`src/rtl/br_resolve_queue_if.sv`:
```
// Fetch/execute-facing signal bundle of the branch resolve queue.
// Handshake: an enqueue happens on an edge where enq_valid & enq_ready (and EN); exe_valid is a one-shot retire request with no ready.
interface br_resolve_queue_if #(
  parameter int W     = 32,
  parameter int PTR_W = 3
);
  logic             enq_valid;
  logic [W-1:0]     enq_pc;
  logic             enq_pred_taken;
  logic             enq_hit;
  logic [W-1:0]     enq_target;
  logic             enq_ready;
  logic             exe_valid;
  logic             exe_taken;
  logic [W-1:0]     exe_target;
  logic             resolve;
  logic [W-1:0]     PC_addr;
  logic             pr_br_taken;
  logic             pr_hit;
  logic [W-1:0]     pr_TARGET;
  logic             redirect;
  logic [W-1:0]     redirect_pc;
  logic [PTR_W:0]   count;
  logic             full;
  logic             empty;

  modport master (
    output enq_valid, enq_pc, enq_pred_taken, enq_hit, enq_target,
    output exe_valid, exe_taken, exe_target,
    input  enq_ready, resolve, PC_addr, pr_br_taken, pr_hit, pr_TARGET,
    input  redirect, redirect_pc, count, full, empty
  );

  modport slave (
    input  enq_valid, enq_pc, enq_pred_taken, enq_hit, enq_target,
    input  exe_valid, exe_taken, exe_target,
    output enq_ready, resolve, PC_addr, pr_br_taken, pr_hit, pr_TARGET,
    output redirect, redirect_pc, count, full, empty
  );
endinterface

```
`src/rtl/br_resolve_queue.sv`:
```
// In-order queue of in-flight branch predictions; retires the oldest on execute
// resolution, drives the BTB update port and raises a redirect on mispredict.
module br_resolve_queue #(
  parameter int W     = 32,
  parameter int DEPTH = 8,
  parameter int PTR_W = 3
) (
  input  logic               clk,
  input  logic               rst,
  input  logic               EN,
  br_resolve_queue_if.slave  q
);

  localparam logic [PTR_W:0] FULL_CNT = (PTR_W+1)'(DEPTH);

  logic [W-1:0]   pc_mem     [DEPTH];
  logic [W-1:0]   target_mem [DEPTH];
  logic           pt_mem     [DEPTH];
  logic           hit_mem    [DEPTH];

  logic [PTR_W-1:0] head, tail;
  logic [PTR_W:0]   count_r;

  logic           enq_fire, deq_fire, mispredict;
  logic [W-1:0]   head_pc, head_pc4, head_target;
  logic           head_pt;

  assign q.count     = count_r;
  assign q.full      = (count_r == FULL_CNT);
  assign q.empty     = (count_r == '0);
  assign q.enq_ready = !q.full;

  assign enq_fire = EN & q.enq_valid & q.enq_ready;
  assign deq_fire = EN & q.exe_valid & !q.empty;

  assign head_pc     = pc_mem[head];
  assign head_pc4    = head_pc + W'(4);
  assign head_target = target_mem[head];
  assign head_pt     = pt_mem[head];

  // A taken-predicted branch that is taken to a different place is still wrong.
  assign mispredict = (head_pt != q.exe_taken) |
                      (head_pt & q.exe_taken & (head_target != q.exe_target));

  // Entry storage carries no reset; occupancy is tracked solely by count_r.
  always_ff @(posedge clk) begin
    if (enq_fire && !(deq_fire && mispredict)) begin
      pc_mem[tail]     <= q.enq_pc;
      target_mem[tail] <= q.enq_target;
      pt_mem[tail]     <= q.enq_pred_taken;
      hit_mem[tail]    <= q.enq_hit;
    end
  end

  always_ff @(posedge clk or negedge rst) begin
    if (!rst) begin
      head          <= '0;
      tail          <= '0;
      count_r       <= '0;
      q.resolve     <= 1'b0;
      q.redirect    <= 1'b0;
      q.pr_br_taken <= 1'b0;
      q.pr_hit      <= 1'b0;
      q.PC_addr     <= '0;
      q.pr_TARGET   <= '0;
      q.redirect_pc <= '0;
    end else begin
      q.resolve  <= deq_fire;
      q.redirect <= deq_fire & mispredict;

      if (deq_fire) begin
        q.PC_addr     <= head_pc;
        q.pr_br_taken <= q.exe_taken;
        q.pr_hit      <= hit_mem[head];
        q.pr_TARGET   <= q.exe_taken ? q.exe_target : head_target;
      end

      if (deq_fire && mispredict) begin
        // Flush everything younger; a same-cycle enqueue is dropped.
        q.redirect_pc <= q.exe_taken ? q.exe_target : head_pc4;
        head          <= head + 1'b1;
        tail          <= head + 1'b1;
        count_r       <= '0;
      end else begin
        if (deq_fire) head <= head + 1'b1;
        if (enq_fire) tail <= tail + 1'b1;
        if (enq_fire && !deq_fire)      count_r <= count_r + 1'b1;
        else if (deq_fire && !enq_fire) count_r <= count_r - 1'b1;
      end
    end
  end

endmodule

```
`src/flat_wrapper.sv`:
```
// flat-port wrapper written by rule: the top's interface ports become plain ports
module br_resolve_queue_flat 
#(
  parameter int W     = 32,
  parameter int DEPTH = 8,
  parameter int PTR_W = 3
)
  (clk, rst, EN, q_enq_valid, q_enq_pc, q_enq_pred_taken, q_enq_hit, q_enq_target, q_exe_valid, q_exe_taken, q_exe_target, q_enq_ready, q_resolve, q_PC_addr, q_pr_br_taken, q_pr_hit, q_pr_TARGET, q_redirect, q_redirect_pc, q_count, q_full, q_empty);
  br_resolve_queue_if #(.W(W), .PTR_W(PTR_W)) q_i ();
  input  logic clk;
  input  logic rst;
  input  logic EN;
  input wire logic [$bits(q_i.enq_valid)-1:0] q_enq_valid;
  input wire logic [$bits(q_i.enq_pc)-1:0] q_enq_pc;
  input wire logic [$bits(q_i.enq_pred_taken)-1:0] q_enq_pred_taken;
  input wire logic [$bits(q_i.enq_hit)-1:0] q_enq_hit;
  input wire logic [$bits(q_i.enq_target)-1:0] q_enq_target;
  input wire logic [$bits(q_i.exe_valid)-1:0] q_exe_valid;
  input wire logic [$bits(q_i.exe_taken)-1:0] q_exe_taken;
  input wire logic [$bits(q_i.exe_target)-1:0] q_exe_target;
  output wire logic [$bits(q_i.enq_ready)-1:0] q_enq_ready;
  output wire logic [$bits(q_i.resolve)-1:0] q_resolve;
  output wire logic [$bits(q_i.PC_addr)-1:0] q_PC_addr;
  output wire logic [$bits(q_i.pr_br_taken)-1:0] q_pr_br_taken;
  output wire logic [$bits(q_i.pr_hit)-1:0] q_pr_hit;
  output wire logic [$bits(q_i.pr_TARGET)-1:0] q_pr_TARGET;
  output wire logic [$bits(q_i.redirect)-1:0] q_redirect;
  output wire logic [$bits(q_i.redirect_pc)-1:0] q_redirect_pc;
  output wire logic [$bits(q_i.count)-1:0] q_count;
  output wire logic [$bits(q_i.full)-1:0] q_full;
  output wire logic [$bits(q_i.empty)-1:0] q_empty;
  assign q_i.enq_valid = q_enq_valid;
  assign q_i.enq_pc = q_enq_pc;
  assign q_i.enq_pred_taken = q_enq_pred_taken;
  assign q_i.enq_hit = q_enq_hit;
  assign q_i.enq_target = q_enq_target;
  assign q_i.exe_valid = q_exe_valid;
  assign q_i.exe_taken = q_exe_taken;
  assign q_i.exe_target = q_exe_target;
  assign q_enq_ready = q_i.enq_ready;
  assign q_resolve = q_i.resolve;
  assign q_PC_addr = q_i.PC_addr;
  assign q_pr_br_taken = q_i.pr_br_taken;
  assign q_pr_hit = q_i.pr_hit;
  assign q_pr_TARGET = q_i.pr_TARGET;
  assign q_redirect = q_i.redirect;
  assign q_redirect_pc = q_i.redirect_pc;
  assign q_count = q_i.count;
  assign q_full = q_i.full;
  assign q_empty = q_i.empty;
  br_resolve_queue #(.W(W), .DEPTH(DEPTH), .PTR_W(PTR_W)) u_core (.clk(clk), .rst(rst), .EN(EN), .q(q_i));
endmodule
```
`config.mk`:
```
export PLATFORM = sky130hd
export DESIGN_NAME = br_resolve_queue_flat
export DESIGN_NICKNAME = d
export VERILOG_FILES = /design/src/rtl/br_resolve_queue_if.sv /design/src/rtl/br_resolve_queue.sv /design/src/flat_wrapper.sv
export SDC_FILE = /design/constraint.sdc
export NUM_CORES = 1
export LEC_CHECK = 0
export CAP_MARGIN = 20
export CORE_ASPECT_RATIO = 0.9
export CORE_UTILIZATION = 50
export CTS_CLUSTER_DIAMETER = 30
export DETAILED_ROUTE_END_ITERATION = 16
export GPL_TIMING_DRIVEN = 0
export PLACE_DENSITY = 0.71
export SLEW_MARGIN = 10
export SYNTH_ARGS = -nofsm -noshare
export SYNTH_HDL_FRONTEND = slang
export SYNTH_SLANG_ARGS = --single-unit
```
`constraint.sdc`:
```
create_clock -name clk -period 8.55 [get_ports clk]
set_input_delay 0.855 -clock clk [delete_from_list [all_inputs] [get_ports clk]]
set_output_delay 0.855 -clock clk [all_outputs]
set_load 0.02 [all_outputs]
```
# After elaboration in Yosys (flattened, before gate mapping)
# Memories as Yosys holds them, arrays and structs flattened. A register that Yosys moved wholly into a read port is not among the register bits.
# Index checks and enable logic that the tools add are counted.
[op_classes]
eq_ne = 3
n_bitwise = 8
n_reduce_logical = 14
mux = 11
addsub = 5
[op_table]
columns = ["operator", "count"]
rows = [
  ["32-bit 2-to-1 mux", 2],
  ["32-bit by 3-bit adder with 32-bit output, second input constant", 1],
  ["32-bit != test", 1],
  ["3-bit 2-to-1 mux", 4],
  ["4-bit 2-to-1 mux", 3],
  ["1-bit AND", 7],
  ["3-bit by 1-bit adder with 3-bit output, second input constant", 2],
  ["1-bit logical NOT", 6],
  ["4-bit by 1-bit adder with 4-bit output, second input constant", 1],
  ["4-bit equality test, second input constant", 1],
  ["1-bit logical AND", 4],
  ["4-bit logical NOT", 1],
  ["2-bit nonzero test", 2],
  ["4-bit by 1-bit subtractor with 4-bit output, second input constant", 1],
  ["3-bit nonzero test", 1],
  ["1-bit 2-to-1 mux", 2],
  ["1-bit != test", 1],
  ["1-bit bitwise OR", 1],
]
[totals]
output_inout_bits = 107
word_cells = 54
mem_count = 4
ram_bits = 528
ff_bits = 109
[memory_table]
columns = ["memory", "depth", "width", "rd", "rd_clocked_by_memory_dff", "write_ports", "line", "source"]
rows = [
  ["u_core.pc_mem", 8, 32, 1, 0, 1, "br_resolve_queue.sv:16", "logic [W-1:0] pc_mem [DEPTH];"],
  ["u_core.target_mem", 8, 32, 1, 0, 1, "br_resolve_queue.sv:17", "logic [W-1:0] target_mem [DEPTH];"],
  ["u_core.hit_mem", 8, 1, 1, 1, 1, "br_resolve_queue.sv:19", "logic hit_mem [DEPTH];"],
  ["u_core.pt_mem", 8, 1, 1, 0, 1, "br_resolve_queue.sv:18", "logic pt_mem [DEPTH];"],
]

# Depth between registers and ports, before layout
# Gate-level depths: netlist (run 1).
# An unclocked memory read counts as a cell.
[depth]
ltp_word = 9
mapped_depth = 17
ltp_nobuf = 12

# Least setup slack after synthesis (run 1)
# OpenSTA, ideal clock, no wires.
[synth_path]
path_kind = "flip-flop to flip-flop"
startpoint = "register u_core.head[0]"
endpoint = "memory u_core.hit_mem[1] (enable)"
slack_ps = 10
setup_time_ps = 571
path_stages_with_launch = 16
path_buffers = 7
required_ps = 7979
arrival_ps = 7969
path_cell_list = "dfrtp_1 > buf_6 > buf_6 > buf_4 > buf_4 > buf_2 > mux4_2 > nand2_1 > nand2_1 > ha_1 > or4_1 > nor4_2 > a21oi_1 > buf_6 > buf_4 > nor3_1"
[synth_via]
elab_chain_cells = 9
[synth_lines]
columns = ["item", "line", "source"]
rows = [
  ["start: declaration", "br_resolve_queue.sv:21", "logic [PTR_W-1:0] head, tail;"],
  ["start signal: assignment", "br_resolve_queue.sv:81", "head <= head + 1'b1;"],
  ["start signal: assignment", "br_resolve_queue.sv:85", "if (deq_fire) head <= head + 1'b1;"],
  ["memory read 8 x 32 bit or memory read 8 x 1 bit (tied branches)", "n/a", ""],
  ["32-bit != test or 1-bit AND (tied branches)", "br_resolve_queue.sv:43", "(head_pt & q.exe_taken & (head_target != q.exe_target));"],
  ["1-bit AND", "br_resolve_queue.sv:43", ""],
  ["1-bit bitwise OR *", "br_resolve_queue.sv:42", "assign mispredict = (head_pt != q.exe_taken) |"],
  ["1-bit logical AND *", "br_resolve_queue.sv:47", "if (enq_fire && !(deq_fire && mispredict)) begin"],
  ["1-bit logical NOT *", "br_resolve_queue.sv:47", ""],
  ["1-bit logical AND *", "br_resolve_queue.sv:47", ""],
  ["1-bit 2-to-1 mux *", "br_resolve_queue.sv:47", ""],
  ["1-bit 2-to-1 mux (not written as such) *", "br_resolve_queue.sv:51", "hit_mem[tail] <= q.enq_hit;"],
  ["end: declaration", "br_resolve_queue.sv:19", ""],
]
# Every way passes the cells marked *; elsewhere a longest branch is shown, timed or not.

# Worst setup path in the final report (run 1)
[layout_path]
startpoint = "register u_core.head[2]"
endpoint = "memory u_core.target_mem[3][16] (enable)"
[layout_via]
elab_chain_cells = 9
[layout_lines]
columns = ["item", "line", "source"]
rows = [
  ["memory read 8 x 32 bit or memory read 8 x 1 bit (tied branches)", "n/a", ""],
  ["32-bit != test or 1-bit AND (tied branches)", "br_resolve_queue.sv:43", ""],
  ["1-bit AND", "br_resolve_queue.sv:43", ""],
  ["1-bit bitwise OR *", "br_resolve_queue.sv:42", ""],
  ["1-bit logical AND *", "br_resolve_queue.sv:47", ""],
  ["1-bit logical NOT *", "br_resolve_queue.sv:47", ""],
  ["1-bit logical AND *", "br_resolve_queue.sv:47", ""],
  ["1-bit 2-to-1 mux *", "br_resolve_queue.sv:47", ""],
  ["1-bit 2-to-1 mux (not written as such) *", "br_resolve_queue.sv:49", "target_mem[tail] <= q.enq_target;"],
  ["end: declaration", "br_resolve_queue.sv:17", ""],
]
# Marked as above.

==> metrics.txt, run 1 <==
# TYPE chip_impl_metric gauge
chip_impl_metric{name="critical-path-max-stage-delay",unit="ns"} 0.65
chip_impl_metric{name="synth_cell_types",unit=""} 57
chip_impl_metric{name="num-nets-final",unit=""} 1983
chip_impl_metric{name="max-slew-margin-rel",unit="%"} 28.3
chip_impl_metric{name="core_area",unit="um2"} 50700
chip_impl_metric{name="maxClockFrequency",unit="MHz"} 151
chip_impl_metric{name="drtPass1Iterations",unit=""} 7
chip_impl_info{name="timing.critical_path.cells",value="buf_2 -> inv_1 -> buf_2 -> buf_4 -> buf_2 -> buf_2 -> buf_2 -> nand2_1 -> nand2_1 -> ha_1 -> or4_1 -> nor4_2 -> a21oi_1 -> buf_6 -> buf_6 -> nor4b_4 -> buf_8 -> buf_6 -> buf_6 -> buf_6 -> buf_6"} 1
chip_impl_metric{name="cts-htree-levels",unit=""} 3
chip_impl_info{name="critPathCaptureType",value="flop"} 1
chip_impl_metric{name="drt.antenna.violating_nets",unit=""} 0
chip_impl_metric{name="area_of_combinational_cells_with_multiple_inputs",unit="um2"} 6690
chip_impl_metric{name="vias",unit=""} 15918
chip_impl_metric{name="final.fill_count",unit=""} 3315
chip_impl_metric{name="post-route-drc-count",unit=""} 0
chip_impl_metric{name="postSynthRegisterBits",unit=""} 638
chip_impl_metric{name="async_flop_share",unit="%"} 17.2
chip_impl_info{name="rsz_0062_raised_after_global_routing",value="no"} 1
chip_impl_info{name="critPathLaunchType",value="flop"} 1
chip_impl_metric{name="final_layout_size_suffix_gt1_share",unit="%"} 23.3
chip_impl_metric{name="postSynthCellCount",unit=""} 1483
chip_impl_metric{name="die_x",unit="um"} 241
chip_impl_metric{name="clkSlewWorstSetupHoldPaths",unit="ns"} 0.05
chip_impl_metric{name="synth_sequential_area_ratio",unit="%"} 72.2
chip_impl_metric{name="critPathMaxFanout",unit=""} 10
chip_impl_metric{name="period_share",unit="%"} 77.5
chip_impl_metric{name="arrival_time_of_data_at_the_critical_path_endpoint",unit="ns"} 6.98
chip_impl_metric{name="grt_first_pass_wirelength",unit="um"} 107000
chip_impl_metric{name="buffers_on_ports",unit=""} 210
chip_impl_info{name="synth-main-ff-cell",value="sky130_fd_sc_hd__edfxtp_1"} 1
chip_impl_metric{name="tritoncts.num_buffers",unit=""} 114
chip_impl_info{name="clockRootBuffer",value="sky130_fd_sc_hd__clkbuf_16"} 1
chip_impl_metric{name="layout.area.seq",unit="um2"} 18600
chip_impl_metric{name="synthToLayoutAreaGrowth",unit="%"} 29.9
chip_impl_metric{name="clk_path_buf_depth",unit=""} 3
chip_impl_metric{name="effective_utilization_at_floorplan",unit="%"} 50.9
chip_impl_metric{name="synth-edff-count",unit=""} 528
chip_impl_metric{name="cts.hold.buffers_added",unit=""} 0
chip_impl_metric{name="hpwl",unit="um"} 51900
chip_impl_metric{name="top_level_ports",unit=""} 211
chip_impl_info{name="setup.worst_path.class",value="reg2reg"} 1
chip_impl_metric{name="antenna_found_initial",unit=""} 5
chip_impl_metric{name="cts.sink_count",unit=""} 638
chip_impl_metric{name="syn-mean-instance-area",unit="um2"} 17.4
chip_impl_info{name="worstHoldPathType",value="in2async"} 1
chip_impl_metric{name="maximum_number_of_pins_on_one_net_before_global_route_repair",unit=""} 65
chip_impl_info{name="crit_slowest_cell",value="sky130_fd_sc_hd__nor4b_4"} 1
chip_impl_metric{name="wl_per_cell",unit="um"} 27.9
chip_impl_metric{name="drt_iter0_drc",unit=""} 1858
chip_impl_metric{name="vdd_ir_drop_max",unit="mV"} 0.212
chip_impl_info{name="timing.critical_path.mode_cell",value="sky130_fd_sc_hd__buf_6"} 1
chip_impl_metric{name="track_usage",unit="%"} 28.9
chip_impl_info{name="cts_tree",value="yes"} 1
chip_impl_metric{name="worst_pin_slew",unit="ns"} 1.08
chip_impl_metric{name="postCtsResizedCells",unit=""} 0
chip_impl_metric{name="first_global_vias",unit=""} 15963
chip_impl_metric{name="synth.yosys.warnings",unit=""} 0
chip_impl_metric{name="placementRows",unit=""} 78
chip_impl_metric{name="post-route-util",unit="%"} 66.1
chip_impl_metric{name="globalRouteOverflowTotal",unit=""} 0
chip_impl_metric{name="period_needed",unit="ns"} 6.63
chip_impl_metric{name="final.setup.tns",unit="ns"} 0
chip_impl_metric{name="setup_violations",unit=""} 0
chip_impl_metric{name="power.leakage",unit="nW"} 12.0
chip_impl_metric{name="finalHoldViolations",unit=""} 0
chip_impl_metric{name="chipHeight",unit="um"} 217
chip_impl_metric{name="postCtsSetupRepairBufs",unit=""} 0
chip_impl_info{name="status",value="finished, final reports clean"} 1
chip_impl_metric{name="cap_viol_max_count",unit=""} 0
chip_impl_metric{name="drt_via_density",unit=""} 6.00
chip_impl_metric{name="holdWs",unit="ns"} 0.195
chip_impl_metric{name="synth.cell_area",unit="um2"} 25800
chip_impl_metric{name="fin_worst_skew",unit="ns"} 0.0207
chip_impl_metric{name="number_of_diodes_added_for_antenna_fixing",unit=""} 0
chip_impl_metric{name="power.density_cell_area",unit="nW/um2"} 377
chip_impl_metric{name="final_max_slew_viol_count",unit=""} 0
chip_impl_metric{name="dieArea",unit="um2"} 52500
chip_impl_metric{name="postSynthNetCount",unit=""} 1594
chip_impl_metric{name="critical_path_required",unit="ns"} 8.90
chip_impl_metric{name="gp_congestion",unit=""} 0.855
chip_impl_metric{name="insertion_delay",unit="ns"} 0.66
chip_impl_metric{name="detail_route.wirelength",unit="um"} 74000
[Yosys cell counts, types with 5 or more instances]
| master | n | share of area, % |
|---|---|---|
| sky130_fd_sc_hd__nand2_1 | 159 | 2.3 |
| sky130_fd_sc_hd__a31oi_1 | 8 | 0.19 |
| sky130_fd_sc_hd__buf_4 | 10 | 0.29 |
| sky130_fd_sc_hd__clkbuf_1 | 24 | 0.35 |
| sky130_fd_sc_hd__o31ai_1 | 6 | 0.17 |
| sky130_fd_sc_hd__mux4_2 | 103 | 9.0 |
| sky130_fd_sc_hd__buf_6 | 9 | 0.39 |
| sky130_fd_sc_hd__nand4_1 | 12 | 0.29 |
| sky130_fd_sc_hd__o21a_1 | 16 | 0.47 |
| sky130_fd_sc_hd__nor4_2 | 5 | 0.24 |
| sky130_fd_sc_hd__buf_2 | 21 | 0.41 |
| sky130_fd_sc_hd__xnor2_1 | 20 | 0.68 |
| sky130_fd_sc_hd__nor2_1 | 29 | 0.42 |
| sky130_fd_sc_hd__o211ai_1 | 15 | 0.44 |
| sky130_fd_sc_hd__mux2_2 | 32 | 1.4 |
| sky130_fd_sc_hd__o21ai_1 | 5 | 0.097 |
| sky130_fd_sc_hd__ha_1 | 6 | 0.29 |
| sky130_fd_sc_hd__a22oi_1 | 26 | 0.76 |
| sky130_fd_sc_hd__a21oi_1 | 17 | 0.33 |
| sky130_fd_sc_hd__o21ai_0 | 75 | 1.5 |
| sky130_fd_sc_hd__nor3_1 | 11 | 0.21 |
| sky130_fd_sc_hd__buf_1 | 10 | 0.15 |
| sky130_fd_sc_hd__mux2i_1 | 89 | 3.5 |
| sky130_fd_sc_hd__and3_1 | 9 | 0.22 |
| sky130_fd_sc_hd__edfxtp_1 | 528 | 61 |
| sky130_fd_sc_hd__nand2b_1 | 10 | 0.24 |
| sky130_fd_sc_hd__dfrtp_1 | 110 | 11 |
| sky130_fd_sc_hd__nand3_1 | 19 | 0.37 |
| sky130_fd_sc_hd__inv_1 | 22 | 0.32 |
| sky130_fd_sc_hd__xor2_1 | 34 | 1.2 |
[report_power, final]
group | internal, mW | switching [mW] | leakage (nW)
sequential | 3.82 | 0.282 | 6.09
combinational | 1.68 | 2.32 | 4.04
clock | 2.92 | 1.60 | 1.89
[cells in the final DEF, fill, tap and decap left out, types with 20 or more instances in the layout]
master / instances
sky130_fd_sc_hd__buf_2: 21
sky130_fd_sc_hd__xnor2_1: 20
sky130_fd_sc_hd__clkdlybuf4s50_1: 209
sky130_fd_sc_hd__buf_6: 46
sky130_fd_sc_hd__dfrtp_1: 110
sky130_fd_sc_hd__o21ai_0: 75
sky130_fd_sc_hd__mux2_2: 32
sky130_fd_sc_hd__clkbuf_16: 114
sky130_fd_sc_hd__edfxtp_1: 528
sky130_fd_sc_hd__a22oi_1: 26
sky130_fd_sc_hd__mux2i_1: 89
sky130_fd_sc_hd__clkbuf_1: 34
sky130_fd_sc_hd__buf_8: 20
sky130_fd_sc_hd__mux4_2: 103
sky130_fd_sc_hd__inv_1: 22
sky130_fd_sc_hd__xor2_1: 34
sky130_fd_sc_hd__nor2_1: 29
sky130_fd_sc_hd__nand2_1: 159
[flip-flops by register name (all words and copies together), names as in the netlist]
| name | cells |
|---|---|
| u_core.pc_mem | 256 |
| u_core.q.count | 4 |
| u_core.target_mem | 256 |
| u_core.hit_mem | 8 |
| u_core.head | 3 |
| u_core.q.pr_br_taken | 1 |
| u_core.q.pr_TARGET | 32 |
| u_core.q.redirect_pc | 32 |
| u_core.q.resolve | 1 |
| u_core.q.pr_hit | 1 |
| u_core.q.redirect | 1 |
| u_core.tail | 3 |
| u_core.q.PC_addr | 32 |
| u_core.pt_mem | 8 |
[worst max-delay path, delay by kind of cell, from the launching register on]
kind | cells | cell delay (ns)
adders and majority gates | 1 | 0.27
buffers and inverters | 14 | 3.74
AOI/OAI and AO/OA | 1 | 0.17
and+or+nand+nor | 5 | 1.69
DFF | 1 | 0.41
[logic make-up (layout without fill, tap and decap cells)]
group                      Yosys count  after routing  share of synthesized area [%]
DFF                                638            638                           72.2
adders and majority gates            7              7                          0.369
AOI/OAI and AO/OA                  186            186                           4.53
muxes                              225            225                           13.9
xor gates and xnor gates            54             54                           1.83
buffers and inverters               99            589                           2.12
and+or+nand+nor                    274            274                           5.03
[routing by layer]
metal	vias up	global-route usage, %	routed length, um
met4	10	9.28	2200
met2	977	44.6	34500
met3	167	8.37	8020
li1	6634	-	-
met1	8130	39.8	29300
met5	-	0	51
[metrics by stage]
| step | setup WS (ns) | cell area, um2 | instances | power (mW) |
|---|---|---|---|---|
| final | 1.92 | 33500 | 2653 | 12.6 |
| after global routing | 1.80 | 33500 | 2653 | 13.1 |
| after CTS | 2.00 | 33500 | 2653 | 12.6 |
| after detailed placement | 2.04 | 29600 | 2436 | 8.10 |
| after global placement | -6.28 | 28700 | 2373 | 7.99 |
| after floorplan | 0.00951 | 25800 | 1483 | 6.44 |
[worst paths after layout]
path / startpoint / to / depth (start not counted) / slack [ns]
max: u_core.head[2] / u_core.target_mem[3][16] / 21 / 1.92
min: rst / u_core.q.redirect_pc[29] / 1 / 0.19
max reg2reg: u_core.head[2] / u_core.target_mem[3][16] / 21 / 1.92
min reg2reg: u_core.q.pr_TARGET[31] / u_core.q.pr_TARGET[31] / 2 / 0.46
max in group asynchronous: rst / u_core.q.PC_addr[8] / 2 / 7.60
min in group clk: u_core.q.pr_TARGET[31] / u_core.q.pr_TARGET[31] / 2 / 0.46
[layout make-up]
type / count / share of cell area (%)
Sequential cell: 638 / 55.5
Multi-Input combinational cell: 746 / 20.0
Clock buffer: 134 / 9.04
Timing Repair Buffer: 273 / 8.58
Clock inverter: 83 / 2.69
Tap cell: 680 / 2.54
Buffer: 77 / 1.39
Inverter: 22 / 0.246
(Power assumes the default switching activity.)
==> inputs of run 2 (changes only) <==
PLACE_DENSITY = 0.68   (was 0.71)
clock period = 6.1 ns   (was 8.55 ns; I/O delays follow)
==> run 2 against run 1 <==
- final area up 0.32%
- hold slack better by 0.24 ns
- count of clock-buffer cells in the layout down 11
- die area unchanged
- wire length down 1.2%
- highest routed layer unchanged
==> metrics.txt, run 2 (synthesis results as in run 1) <==
# TYPE chip_impl_metric gauge
chip_impl_metric{name="clkSlewWorstSetupHoldPaths",unit="ns"} 0.06
chip_impl_metric{name="chipHeight",unit="um"} 217
chip_impl_metric{name="track_usage",unit="%"} 28.5
chip_impl_metric{name="core_area",unit="um2"} 50700
chip_impl_metric{name="post-route-drc-count",unit=""} 0
chip_impl_info{name="reg_top3",value="u_core.pc_mem: 256 flops, u_core.target_mem: 256 flops"} 1
chip_impl_info{name="mostFrequentLayoutCell",value="sky130_fd_sc_hd__edfxtp_1"} 1
chip_impl_info{name="cts_tree",value="yes"} 1
chip_impl_metric{name="period_share",unit="%"} 94.5
chip_impl_info{name="critical_path.reg2reg.startpoint",value="u_core.head[2]"} 1
chip_impl_metric{name="num-nets-final",unit=""} 1981
chip_impl_metric{name="power.leakage",unit="nW"} 12.0
chip_impl_metric{name="holdWs",unit="ns"} 0.431
chip_impl_metric{name="first_global_vias",unit=""} 15741
chip_impl_metric{name="placementRows",unit=""} 78
chip_impl_metric{name="worst_pin_slew",unit="ns"} 1.08
chip_impl_metric{name="period_needed",unit="ns"} 5.76
chip_impl_metric{name="max-slew-margin-rel",unit="%"} 28.0
chip_impl_metric{name="arrival_time_of_data_at_the_critical_path_endpoint",unit="ns"} 6.12
chip_impl_metric{name="insertion_delay",unit="ns"} 0.66
chip_impl_metric{name="antenna_found_initial",unit=""} 4
chip_impl_metric{name="fin_worst_skew",unit="ns"} 0.0263
chip_impl_metric{name="drt.antenna.violating_nets",unit=""} 0
chip_impl_info{name="status",value="finished, final reports clean"} 1
chip_impl_metric{name="cts-htree-levels",unit=""} 3
chip_impl_metric{name="globalRouteOverflowTotal",unit=""} 0
chip_impl_metric{name="die_x",unit="um"} 241
chip_impl_metric{name="buffers_on_ports",unit=""} 210
chip_impl_metric{name="hpwl",unit="um"} 51100
chip_impl_metric{name="tritoncts.num_buffers",unit=""} 116
chip_impl_metric{name="power.density_cell_area",unit="nW/um2"} 530
chip_impl_metric{name="vias",unit=""} 15726
chip_impl_metric{name="finalHoldViolations",unit=""} 0
chip_impl_info{name="leading_cell_types_in_the_layout_fill_and_taps_excluded",value="sky130_fd_sc_hd__edfxtp_1, sky130_fd_sc_hd__clkdlybuf4s50_1, sky130_fd_sc_hd__nand2_1"} 1
chip_impl_metric{name="wl_per_cell",unit="um"} 27.6
chip_impl_metric{name="critical_path_required",unit="ns"} 6.45
chip_impl_info{name="clockRootBuffer",value="sky130_fd_sc_hd__clkbuf_16"} 1
chip_impl_metric{name="pre_cts_ws",unit="ns"} -0.127
chip_impl_info{name="crit_path_start",value="u_core.head[2]"} 1
chip_impl_metric{name="detail_route.wirelength",unit="um"} 73200
chip_impl_metric{name="final_layout_size_suffix_gt1_share",unit="%"} 23.5
chip_impl_info{name="critPathLaunchType",value="flop"} 1
chip_impl_metric{name="final_worst_path_setup_slack",unit="ns"} 0.337
chip_impl_metric{name="synthToLayoutAreaGrowth",unit="%"} 30.4
chip_impl_metric{name="gp_congestion",unit=""} 0.860
chip_impl_info{name="reg2reg_to",value="u_core.pc_mem[2][9]"} 1
chip_impl_metric{name="final_max_slew_viol_count",unit=""} 0
chip_impl_metric{name="placed_cells",unit=""} 2434
chip_impl_info{name="setup.worst_path.class",value="reg2reg"} 1
chip_impl_metric{name="vdd_ir_drop_max",unit="mV"} 0.365
chip_impl_metric{name="grt_first_pass_wirelength",unit="um"} 105000
chip_impl_metric{name="stdcell_count",unit=""} 2654
chip_impl_metric{name="cell_depth_of_the_worst_flop_to_flop_path",unit=""} 20
chip_impl_metric{name="cts.sink_count",unit=""} 638
chip_impl_metric{name="clk_path_buf_depth",unit=""} 3
chip_impl_metric{name="drtPass1Iterations",unit=""} 7
chip_impl_metric{name="maxClockFrequency",unit="MHz"} 174
chip_impl_metric{name="effective_utilization_at_floorplan",unit="%"} 50.9
chip_impl_metric{name="drt_iter0_drc",unit=""} 1615
chip_impl_metric{name="total_power",unit="mW"} 17.8
chip_impl_info{name="rsz_0062_raised_after_global_routing",value="no"} 1
chip_impl_metric{name="dieArea",unit="um2"} 52500
chip_impl_info{name="cp-endpoint",value="u_core.pc_mem[2][9]"} 1
chip_impl_metric{name="top_level_ports",unit=""} 211
chip_impl_metric{name="maximum_number_of_pins_on_one_net_before_global_route_repair",unit=""} 79
chip_impl_metric{name="critPathMaxFanout",unit=""} 19
chip_impl_metric{name="setup_violations",unit=""} 0
chip_impl_info{name="worstHoldPathType",value="in2async"} 1
chip_impl_info{name="critPathCaptureType",value="flop"} 1
chip_impl_metric{name="cap_viol_max_count",unit=""} 0
chip_impl_metric{name="postCtsSetupRepairBufs",unit=""} 0
chip_impl_metric{name="r2r_slack",unit="ns"} 0.34
chip_impl_metric{name="final.setup.tns",unit="ns"} 0
chip_impl_metric{name="drt_via_density",unit=""} 5.93
[run 2: cell count changes in the layout (fill, tap and decap cells not counted), moves of 3 or more]
cell	previous run	this run
sky130_fd_sc_hd__inv_6	13	25
sky130_fd_sc_hd__clkbuf_8	10	0
sky130_fd_sc_hd__buf_4	17	12
sky130_fd_sc_hd__buf_2	21	17
sky130_fd_sc_hd__buf_16	1	4
sky130_fd_sc_hd__buf_6	46	49
sky130_fd_sc_hd__clkbuf_1	34	31
sky130_fd_sc_hd__clkinvlp_4	15	18
sky130_fd_sc_hd__inv_8	1	4
[run 2: what timing repair did]
item                                    4_1_cts  5_1_grt
pin swaps                                     0        0
endpoints found under the hold margin        32        0
endpoints found under the setup margin       93       39
gates resized for setup                       2        0
hold buffers                                  1        0
cloned                                        0        0
[run 2: layout make-up]
class	count	area (um2)
Clock buffer	123	2930
Clock inverter	98	1050
Fill cell	3420	17000
Tap cell	680	851
Inverter	22	82.6
Buffer	74	455
Timing Repair Buffer	272	2930
Antenna cell	1	2.50
Multi-Input combinational cell	746	6700
Sequential cell	638	18600
[run 2: how the worst min path moves through the flow]
stage	slack (ns)	startpoint	end
CTS	0.41	rst	u_core.q.pr_TARGET[1]
finish	0.43	rst	u_core.q.PC_addr[28]
global route	0.43	rst	u_core.q.pr_TARGET[1]
global placement	0.45	u_core.q.pr_TARGET[19]	u_core.q.pr_TARGET[19]
detailed placement	0.46	u_core.q.pr_TARGET[1]	u_core.q.pr_TARGET[1]
floorplan	0.31	rst	u_core.head[0]
[run 2: power breakdown]
part	switching [mW]	leakage, nW	internal, mW	total, mW
Sequential	0.415	6.09	5.35	5.77
Clock	2.32	1.91	4.10	6.42
Combinational	3.27	4.05	2.36	5.63
Total	6.00	12.0	11.8	17.8
[run 2: stage by stage]
| stage | util (%) | area [um2] |
|---|---|---|
| final | 66.4 | 33600 |
| after global routing | 66.4 | 33600 |
| after CTS | 66.4 | 33600 |
| after detailed placement | 58.5 | 29600 |
| after global placement | 56.8 | 28700 |
| after floorplan | - | 25800 |
[run 2: layer usage]
layer	vias to the layer above	share of wire, %	GRT usage, %
met1	8067	41	40.0
met4	6	2.2	7.68
li1	6628	-	-
met2	894	47	44.5
met3	131	9.8	7.62
met5	-	0.056	0
[run 2: critical path, cell delays in order, from the launching register on]
cell and delay, ns:
sky130_fd_sc_hd__dfrtp_1 0.40, sky130_fd_sc_hd__buf_2 0.23, sky130_fd_sc_hd__inv_1 0.16, sky130_fd_sc_hd__buf_4 0.28
sky130_fd_sc_hd__buf_4 0.32, sky130_fd_sc_hd__buf_2 0.34, sky130_fd_sc_hd__buf_4 0.44, sky130_fd_sc_hd__nand2_1 0.10
sky130_fd_sc_hd__nand2_1 0.15, sky130_fd_sc_hd__ha_1 0.27, sky130_fd_sc_hd__or4_1 0.60, sky130_fd_sc_hd__nor4_2 0.18
sky130_fd_sc_hd__a21oi_1 0.16, sky130_fd_sc_hd__buf_6 0.20, sky130_fd_sc_hd__buf_6 0.18, sky130_fd_sc_hd__nor4_4 0.46
sky130_fd_sc_hd__buf_8 0.22, sky130_fd_sc_hd__buf_8 0.17, sky130_fd_sc_hd__buf_6 0.17, sky130_fd_sc_hd__buf_6 0.18
sky130_fd_sc_hd__buf_8 0.17
==> inputs of run 3 (changes only) <==
CELL_PAD_IN_SITES_DETAIL_PLACEMENT = 1   (was not set)
CELL_PAD_IN_SITES_GLOBAL_PLACEMENT = 1   (was not set)
PLACE_DENSITY = 0.78   (was 0.68)
==> run 3 against run 2 <==
- hold slack better by 0.073 ns
- combinational power grew 7.3%
- core utilization grew 1.0 points
- power up 6.8%
- setup slack worse by 0.14 ns
- clock skew is 0.0070 ns higher
- register-to-register slack worse by 0.14 ns
- non-clock buffer count rose by 11
- wire length is 25% higher
- cell count up 1.1%
- sequential share of layout area shrank 0.83 points
- critical path depth down 1
==> metrics.txt, run 3 (synthesis results as in run 1) <==
# TYPE chip_impl_metric gauge
chip_impl_metric{name="setup_violations",unit=""} 0
chip_impl_metric{name="vias",unit=""} 17129
chip_impl_info{name="clockRootBuffer",value="sky130_fd_sc_hd__clkbuf_16"} 1
chip_impl_metric{name="layout.area.seq",unit="um2"} 18600
chip_impl_metric{name="post-route-drc-count",unit=""} 0
chip_impl_metric{name="buffers_on_ports",unit=""} 210
chip_impl_metric{name="arrival_time_of_data_at_the_critical_path_endpoint",unit="ns"} 6.28
chip_impl_metric{name="final.fill_count",unit=""} 4282
chip_impl_metric{name="first_global_vias",unit=""} 18326
chip_impl_metric{name="drt_iter0_drc",unit=""} 2331
chip_impl_metric{name="area_of_combinational_cells_with_multiple_inputs",unit="um2"} 6700
chip_impl_metric{name="final_layout_size_suffix_gt1_share",unit="%"} 23.4
chip_impl_metric{name="antenna_found_initial",unit=""} 3
chip_impl_metric{name="tritoncts.num_buffers",unit=""} 131
chip_impl_metric{name="comb_power_share",unit="%"} 31.8
chip_impl_metric{name="die_x",unit="um"} 241
chip_impl_metric{name="cts.sink_count",unit=""} 638
chip_impl_info{name="status",value="finished, final reports clean"} 1
chip_impl_metric{name="power.share.clock",unit="%"} 37.6
chip_impl_metric{name="clk_path_buf_depth",unit=""} 3
chip_impl_metric{name="effective_utilization_at_floorplan",unit="%"} 50.9
chip_impl_info{name="rsz_0062_raised_after_global_routing",value="no"} 1
chip_impl_metric{name="fin_worst_skew",unit="ns"} 0.0333
chip_impl_metric{name="power.leakage",unit="nW"} 12.3
chip_impl_metric{name="critical_path_required",unit="ns"} 6.48
chip_impl_metric{name="dieArea",unit="um2"} 52500
chip_impl_metric{name="period_needed",unit="ns"} 5.90
chip_impl_metric{name="placementRows",unit=""} 78
chip_impl_metric{name="final.setup.tns",unit="ns"} 0
chip_impl_metric{name="critPathMaxFanout",unit=""} 19
chip_impl_metric{name="drt.antenna.violating_nets",unit=""} 0
chip_impl_info{name="mostFrequentLayoutCell",value="sky130_fd_sc_hd__edfxtp_1"} 1
chip_impl_metric{name="post-route-util",unit="%"} 67.4
chip_impl_info{name="cts_tree",value="yes"} 1
chip_impl_metric{name="clkSlewWorstSetupHoldPaths",unit="ns"} 0.05
chip_impl_metric{name="core_area",unit="um2"} 50700
chip_impl_metric{name="wl_per_cell",unit="um"} 34.1
chip_impl_metric{name="drtPass1Iterations",unit=""} 6
chip_impl_metric{name="top_level_ports",unit=""} 211
chip_impl_metric{name="globalRouteOverflowTotal",unit=""} 0
chip_impl_info{name="reg_top3",value="u_core.pc_mem: 256 flops, u_core.target_mem: 256 flops"} 1
chip_impl_metric{name="insertion_delay",unit="ns"} 0.71
chip_impl_metric{name="hpwl",unit="um"} 57100
chip_impl_metric{name="grt_first_pass_wirelength",unit="um"} 132000
chip_impl_metric{name="switching_share",unit="%"} 34.3
chip_impl_info{name="critPathLaunchType",value="flop"} 1
chip_impl_metric{name="cts-htree-levels",unit=""} 4
chip_impl_metric{name="p_sw",unit="mW"} 6.53
chip_impl_metric{name="finalHoldViolations",unit=""} 0
chip_impl_metric{name="synthToLayoutAreaGrowth",unit="%"} 32.3
chip_impl_info{name="critPathCaptureType",value="flop"} 1
chip_impl_metric{name="chipHeight",unit="um"} 217
chip_impl_metric{name="detail_route.wirelength",unit="um"} 91600
chip_impl_metric{name="track_usage",unit="%"} 36.0
chip_impl_info{name="worstHoldPathType",value="reg2reg"} 1
chip_impl_metric{name="final_max_slew_viol_count",unit=""} 0
chip_impl_metric{name="cap_viol_max_count",unit=""} 0
chip_impl_metric{name="worst_pin_slew",unit="ns"} 1.14
chip_impl_info{name="setup.worst_path.class",value="reg2reg"} 1
chip_impl_metric{name="period_share",unit="%"} 96.8
chip_impl_metric{name="num-nets-final",unit=""} 2007
chip_impl_metric{name="gp_congestion",unit=""} 0.856
chip_impl_metric{name="internal-power",unit="mW"} 12.5
chip_impl_metric{name="vdd_ir_drop_max",unit="mV"} 0.391
chip_impl_metric{name="maximum_number_of_pins_on_one_net_before_global_route_repair",unit=""} 62
chip_impl_metric{name="power.density_cell_area",unit="nW/um2"} 558
chip_impl_metric{name="share_seq_of_total_power",unit="%"} 30.7
chip_impl_metric{name="max-slew-margin-rel",unit="%"} 23.8
chip_impl_info{name="leading_cell_types_in_the_layout_fill_and_taps_excluded",value="sky130_fd_sc_hd__edfxtp_1, sky130_fd_sc_hd__clkdlybuf4s50_1, sky130_fd_sc_hd__nand2_1"} 1
chip_impl_metric{name="drt_via_density",unit=""} 6.38
chip_impl_metric{name="holdWs",unit="ns"} 0.503
chip_impl_metric{name="maxClockFrequency",unit="MHz"} 169
## run 3: worst paths after layout
check | startpoint | end | slack (ns) | cells past startpoint
worst max-delay path | u_core.head[2] | u_core.target_mem[4][28] | 0.20 | 19
worst min-delay path | u_core.q.pr_TARGET[8] | u_core.q.pr_TARGET[8] | 0.50 | 1
worst max register to register | u_core.head[2] | u_core.target_mem[4][28] | 0.20 | 19
worst min register to register | u_core.q.pr_TARGET[8] | u_core.q.pr_TARGET[8] | 0.50 | 1
max in group asynchronous | rst | u_core.q.PC_addr[19] | 4.84 | 3
min in group asynchronous | rst | u_core.q.redirect_pc[31] | 0.51 | 2
## run 3: metal layers
metal | global-route usage (%) | up-vias | routed length (um)
met2 | 57.6 | 1237 | 44700
met4 | 15.5 | 2 | 3510
met3 | 8.52 | 230 | 9180
li1 | - | 6667 | -
met5 | 0 | - | 11
met1 | 47.4 | 8993 | 34200
## run 3: final cells by class
| cell class | instances | share of cell area [%] |
|---|---|---|
| Buffer | 74 | 1.35 |
| Clock inverter | 80 | 2.36 |
| Multi-Input combinational cell | 746 | 19.6 |
| Inverter | 22 | 0.242 |
| Tap cell | 680 | 2.49 |
| Timing Repair Buffer | 283 | 8.87 |
| Sequential cell | 638 | 54.5 |
| Clock buffer | 158 | 10.5 |
| Antenna cell | 3 | 0.0220 |
## run 3: power groups by stage
stage / clock network [mW] / logic (mW) / registers [mW]
5_1_grt: 7.35 / 6.28 / 5.86
3_5_place_dp: 0 / 5.71 / 5.85
3_3_place_gp: 0 / 5.37 / 5.88
6_report: 7.14 / 6.04 / 5.84
4_1_cts: 7.17 / 5.97 / 5.81
2_1_floorplan: 0 / 2.95 / 6.08
## run 3: metrics by stage
| step | setup slack [ns] | total power [mW] | cells | cell area (um2) |
|---|---|---|---|---|
| after floorplan | -1.53 | 9.03 | 1483 | 25800 |
| final | 0.198 | 19.0 | 2684 | 34100 |
| after global placement | -6.91 | 11.3 | 2373 | 28700 |
| after global routing | 0.0855 | 19.5 | 2683 | 34100 |
| after detailed placement | -0.445 | 11.6 | 2436 | 29600 |
| after CTS | 0.0930 | 19.0 | 2682 | 34100 |
## run 3: what timing repair did
action	CTS	global route
hold endpoints to repair	60	0
setup endpoints to repair	388	40
pin swaps	4	0
resized for setup	1	2
buffers inserted	9	0
hold buffers	1	0
## run 3: critical path, stage by stage (launching register included)
cell and delay [ns]:
sky130_fd_sc_hd__dfrtp_1 0.43, sky130_fd_sc_hd__buf_2 0.27, sky130_fd_sc_hd__inv_1 0.18, sky130_fd_sc_hd__clkbuf_4 0.37, sky130_fd_sc_hd__buf_4 0.32, sky130_fd_sc_hd__buf_2 0.43
sky130_fd_sc_hd__buf_6 0.38, sky130_fd_sc_hd__nand2_1 0.09, sky130_fd_sc_hd__nand2_1 0.17, sky130_fd_sc_hd__ha_1 0.27, sky130_fd_sc_hd__or4_1 0.59, sky130_fd_sc_hd__nor4_2 0.16
sky130_fd_sc_hd__a21oi_1 0.18, sky130_fd_sc_hd__buf_6 0.22, sky130_fd_sc_hd__buf_6 0.19, sky130_fd_sc_hd__nor4_4 0.42, sky130_fd_sc_hd__buf_6 0.25, sky130_fd_sc_hd__buf_6 0.17
sky130_fd_sc_hd__buf_6 0.19, sky130_fd_sc_hd__buf_6 0.22
